$ cat config.mk
export PLATFORM = sky130hd
export DESIGN_NAME = mux_sel_scanner
export DESIGN_NICKNAME = d
export VERILOG_FILES = /design/src/rtl/mux_sel_scanner.sv
export SDC_FILE = /design/constraint.sdc
export NUM_CORES = 1
export LEC_CHECK = 0
export BUFFER_PORTS_ARGS = -buffer_cell sky130_fd_sc_hd__buf_4
export CORE_MARGIN = 3
export CORE_UTILIZATION = 46
export DETAILED_ROUTE_END_ITERATION = 8
export GPL_ROUTABILITY_DRIVEN = 0
export PLACE_DENSITY = 0.71
export RECOVER_POWER = 25
export REMOVE_ABC_BUFFERS = 1
export SYNTH_ARGS = -nofsm -noshare
export SYNTH_HDL_FRONTEND = slang
export SYNTH_SLANG_ARGS = --single-unit
$ cat constraint.sdc
create_clock -name clk -period 1.37 [get_ports clk]
set_clock_uncertainty 0.1 [all_clocks]
set_input_delay 0.137 -clock clk [delete_from_list [all_inputs] [get_ports clk]]
set_output_delay 0.137 -clock clk [all_outputs]
set_load 0.02 [all_outputs]
$ cat src/rtl/mux_sel_scanner.sv
// rtl/mux_sel_scanner.sv - steps a 4:1 mux select through all channels, samples F after a dwell, hands off a 4-bit word
// Optional: define CONTINUOUS_SCAN_EN to restart a scan on every handshake instead of returning to IDLE.
module mux_sel_scanner #(
    parameter int DWELL = 4,
    parameter int CNT_W = 3
) (
    input  logic       clk,
    input  logic       rst,
    input  logic       start,
    input  logic       mux_f,
    output logic [1:0] Sel,
    output logic       busy,
    output logic [3:0] word,
    output logic       valid,
    input  logic       ready
);

    typedef enum logic [1:0] {
        IDLE,
        SETTLE,
        SAMPLE,
        DONE
    } state_t;

    localparam logic [CNT_W-1:0] CNT_LAST = CNT_W'(DWELL - 1);

    state_t           state_q, state_d;
    logic [CNT_W-1:0] cnt_q, cnt_d;
    logic [1:0]       sel_q, sel_d;
    logic [3:0]       word_q, word_d;

    always_ff @(posedge clk) begin
        if (rst) begin
            state_q <= IDLE;
            cnt_q   <= '0;
            sel_q   <= 2'b00;
            word_q  <= 4'b0000;
        end else begin
            state_q <= state_d;
            cnt_q   <= cnt_d;
            sel_q   <= sel_d;
            word_q  <= word_d;
        end
    end

    always_comb begin
        state_d = state_q;
        cnt_d   = cnt_q;
        sel_d   = sel_q;
        word_d  = word_q;
        case (state_q)
            IDLE: begin
                sel_d = 2'b00;
                if (start) begin
                    state_d = SETTLE;
                    cnt_d   = '0;
                end
            end
            SETTLE: begin
                // Hold the counter on the last dwell cycle so DWELL == 2^CNT_W never wraps.
                if (cnt_q == CNT_LAST) begin
                    state_d = SAMPLE;
                end else begin
                    cnt_d = cnt_q + CNT_W'(1);
                end
            end
            SAMPLE: begin
                word_d[sel_q] = mux_f;
                if (sel_q != 2'b11) begin
                    sel_d   = sel_q + 2'd1;
                    cnt_d   = '0;
                    state_d = SETTLE;
                end else begin
                    state_d = DONE;
                end
            end
            DONE: begin
                if (ready) begin
                    sel_d = 2'b00;
                    cnt_d = '0;
`ifdef CONTINUOUS_SCAN_EN
                    state_d = SETTLE;
`else
                    state_d = IDLE;
`endif
                end
            end
            default: begin
                state_d = IDLE;
            end
        endcase
    end

    assign Sel   = sel_q;
    assign busy  = (state_q != IDLE);
    assign valid = (state_q == DONE);
    assign word  = word_q;

endmodule

# --- Word level (Yosys, flattened, before mapping) ---
# Index checks and enable logic that the tools add are counted.
# W data, S select, Z words.
op_classes:
  addsub: 2
  n_lt_le_gt_ge: 2
  n_eq_ne: 10
  mux: 15
  n_reduce_logical: 7
ops:
  columns: ["operator", "count"]
  rows:
  - ["$mux W3", 4]
  - ["$pmux W3 S4", 1]
  - ["$mux W2", 5]
  - ["$ne A2 B2 Y1 const B", 5]
  - ["$pmux W2 S4", 1]
  - ["$pmux W2 S3", 1]
  - ["$reduce_and A3 Y1", 2]
  - ["$bwmux W4", 1]
  - ["$eq A2 B2 Y1 const B", 2]
  - ["$reduce_and A4 Y1", 1]
  - ["$add A3 B1 Y3 const B", 1]
  - ["$eq A3 B2 Y1 const B", 1]
  - ["$lt A2 B3 Y1 const B", 1]
  - ["$reduce_bool A3 Y1", 1]
  - ["$add A2 B1 Y2 const B", 1]
  - ["$demux W1 S2", 1]
  - ["$eq A2 B1 Y1 const B", 1]
  - ["$ge A2 B1 Y1 const B", 1]
  - ["$logic_not A2 Y1", 1]
  - ["$ne A2 B1 Y1 const B", 1]
  - ["$reduce_bool A2 Y1", 1]
  - ["$logic_and A1 B1 Y1", 1]
  - ["$mux W1", 1]
word_totals:
  reg_bits: 11
  inputBits: 5
  output_inout_bits: 8
  elab_cells: 40

# --- Longest topological paths before layout ---
depth:
  depth_word: 5
  mapped_depth: 5
  ltp_nobuf: 5

# --- Worst setup path before layout ---
# OpenSTA, ideal clock, no wires.
synth_timing:
  path_type: "reg2reg"
  startpoint: "reg sel_q[0], in the netlist Sel[0]"
  endpoint: "reg sel_q[1], in the netlist Sel[1]"
  setup_ns: 0.070
  t_arrival_ns: 1.379
  t_required_ns: 1.200
  slack_ns: -0.179
  path_stages_with_launch: 6
  n_path_buf: 0
  period_less_slack_ns: 1.549
  path_cell_list: "dfxtp_1 -> inv_1 -> ha_1 -> nor4bb_1 -> a21oi_1 -> a21oi_1"
synth_between:
  elab_chain_cells: 3
synth_rtl:
  columns: ["element", "line_no", "source"]
  rows:
  - ["start: declaration", "29", "logic [1:0] sel_q, sel_d;"]
  - ["start signal: assignment", "41", "sel_q <= sel_d;"]
  - ["$add A2 B1 Y2 / $ne A2 B2 Y1 (equally long branches)", "70, 69", null]
  - ["$mux W2 / $ne A2 B2 Y1 (equally long branches)", null, null]
  - ["$pmux W2 S3 / $reduce_and A3 Y1 (equally long branches)", null, null]
# Parallel ways exist; a longest one is shown, timed or not. The select of a mux whose other input is x is not followed.
# A chain may end at the register's enable or synchronous reset.

# --- Worst setup path in the final report ---
layout_timing:
  startpoint: "reg cnt_q[1]"
  endpoint: "reg cnt_q[1]"
layout_between:
  elab_chain_cells: 3
layout_rtl:
  columns: ["element", "line_no", "source"]
  rows:
  - ["start: declaration", "28", "logic [CNT_W-1:0] cnt_q, cnt_d;"]
  - ["start signal: assignment", "40", "cnt_q <= cnt_d;"]
  - ["$add A3 B1 Y3 / $eq A3 B2 Y1 (equally long branches)", "64, 61", null]
  - ["$mux W3 / $ne A2 B2 Y1 (equally long branches)", null, null]
  - ["$pmux W3 S4 / $reduce_and A4 Y1 (equally long branches)", null, null]
# Parallel ways exist; a longest one is shown, timed or not. The select of a mux whose other input is x is not followed.

==> results.toml <==
[critical_path]
reg2reg_slack_ns = 0.03
crit_slowest_cell = "dfxtp_2"
start_kind = "flop"
critical_path_class = "flop to flop"
reg2reg_depth = 5
critPathMaxFanout = 3
rr_startpoint = "cnt_q[1]"
cp.required_ns = 1.48
slowest_delay_ns = 0.34
critPathLaunch = "cnt_q[1]"
cp_cell_sequence = "ha_4, ha_4, nor4b_4, nand2_1, nand3_1"
cp_top_family = "simple AND/OR/NAND/NOR gates"
worstPathArrival_ns = 1.45
r2r_end = "cnt_q[1]"
worstSetupEndpointType = "flop"
crit_top_cell = "ha_4"
path_buf_inv = 0

[clock_tree]
path_clk_slew_ns = 0.07
clockRootBuffer = "clkbuf_4"
cts_max_level = 1
cts_num_sinks = 11
cts_tree = "done"
max-clock-path-buffers = 2
numCtsBuffers = 3
cts_hold_buf = 0
worstSkewPairLatency_ns = 0.27

[synthesis]
ys_seq_area_frac = 0.333
syn_inst = 72
synth_ff_type = "dfxtp_1"
synth_cell_type_count = 25
yosysWarnings = 0
syn_area_per_cell_um2 = 9.19
yosys-top-cells-area = "dfxtp_1 (33%), ha_1 (11%), nand4_1 (5.7%), mux2i_1 (4.5%), nand3_1 (4.5%)"
synth_edf_count = 0
async_flop_share = 0
synth-seq-cells = 11
synth_largest_area_cell = "dfxtp_1"
synth_top_cell_area_share = 0.333
syn-cell-area_um2 = 662

[floorplanning]
fp-row-count = 13
initial_utilization = 0.502
fp.coreArea_um2 = 1320
fp.dieW_um = 43.9
io_pins = 13
die_h_um = 43.9
dieArea_um2 = 1930

[routing]
drt_first_pass_iters = 4
drc = 0
routed_wl_um = 1460
detail_route.vias_per_cell = 5.65
post_drt_wl_per_cell_um = 13.1
drtAntennaViolNets = 0
num_vias = 627
first_iter_violations = 16

[global_route]
grt_max_degree = 15
grt_pass1_wl_um = 2350
grt_pass1_vias = 576
grt-ovfl-total = 0
track_usage = 0.162
antenna_found_initial = 0

[place]
pre_cts_ws_ns = -0.0757
dp_hpwl_um = 1030
io_buffers = 12

[cells_and_area]
layout_commonest_cell = "buf_4"
antenna_cells = 0
syn_to_final_growth_pct = 38.2
final_core_util = 0.694
finalNetCount = 108
final_cell_mix = "buf_4 (17), nand4_1 (6), nand3_1 (6)"
drive_above_1_share = 0.406

[sta]
tightest_slew_ns = 0.286
fin_crit_sh = 0.977
setup_viol = 0
relSlewSlack = 0.809
postLayoutSetupSlackWorst_ns = 0.0318
finalCriticalPeriod_ns = 1.34
fmax_mhz = 747
slew_viol_final = 0
hold_viol_final = 0

[hold_path]
hold_path.class = "input port to flop"
holdPathEnd = "Sel[0]"
holdCritStartpoint = "rst"
whs_path_depth = 2

[run_status]
status = "finished, final reports clean"

[pwr]
power-per-cell-area_nw_per_um2 = 684
leakagePower_nw = 0.383
ir_worst_vdd_v = 0.000625

[job]
max_cap_violations = 0
registers in the layout (all words and copies together), names as in the netlist:
name,count
Sel,2
cnt_q,3
word,4
state_q,2
worst max path at each step:
stage | to | slack (ns) | depth (start not counted)
after CTS | cnt_q[1] | 0.006 | 5
after global routing | cnt_q[2] | -0.008 | 5
after floorplan | Sel[1] | -0.18 | 5
after global placement | cnt_q[0] | -0.03 | 5
after detailed placement | cnt_q[1] | -0.08 | 5
final | cnt_q[1] | 0.03 | 5
cells in the mapped netlist (all sizes together), types with 2 or more instances:
cell type,n
nor4b,2
mux2i,3
nand2b,4
nand3,6
buf,3
a21oi,6
inv,4
or2,2
ha,6
dfxtp,11
nand3b,4
nand2,4
nand4,6
nor2,5
where the power goes:
part | internal [mW] | switching (mW)
Sequential | 0.326 | 0.00656
Clock | 0.113 | 0.107
Combinational | 0.0381 | 0.0353
Total | 0.476 | 0.149
final cells by class:
cell class / instances / area [µm²]
Multi-Input combinational cell: 54 / 459
Fill cell: 104 / 403
Sequential cell: 11 / 230
Timing Repair Buffer: 23 / 165
Clock buffer: 4 / 26.3
Tap cell: 15 / 18.8
Inverter: 4 / 15.0
per-stage QoR:
stage,instances,instance area [µm²],power (mW),setup TNS [ns],hold slack (ns)
global route,111,915,0.665,-0.00766,0.0223
detailed placement,105,815,0.398,-0.217,0.296
CTS,110,887,0.625,0,0.0132
finish,111,915,0.625,0,0.0217
floorplan,69,638,0.366,-0.400,0.0994
global placement,105,815,0.398,-0.0844,0.295
kinds of logic (layout without fill, tap and decap cells):
family	count (synthesis)	in the layout	share of synthesized area
simple gates	37	37	0.374
flops	11	11	0.333
compound gates	8	8	0.0756
buf+inv	7	31	0.0586
fa+ha+maj	6	6	0.113
mux	3	3	0.0454
worst register-to-register path, delay by kind of cell (launching register included):
kind                       cells  cell delay (ns)
adders and majority gates      2             0.32
DFF                            1             0.34
and+or+nand+nor                3             0.51
what timing repair did:
| action | CTS | global route |
|---|---|---|
| setup endpoints to repair | 7 | 7 |
| gates cloned | 0 | 0 |
| setup buffers | 1 | 1 |
| pin swaps | 2 | 4 |
| gates resized for setup | 11 | 8 |
routing by layer:
layer	track usage	vias to the layer above	wire length [µm]
met2	0.241	23	680
met1	0.221	299	678
met3	0.0373	2	84
met4	0.0723	0	14
met5	0	-	0
li1	-	303	-
(Power assumes the default switching activity.)
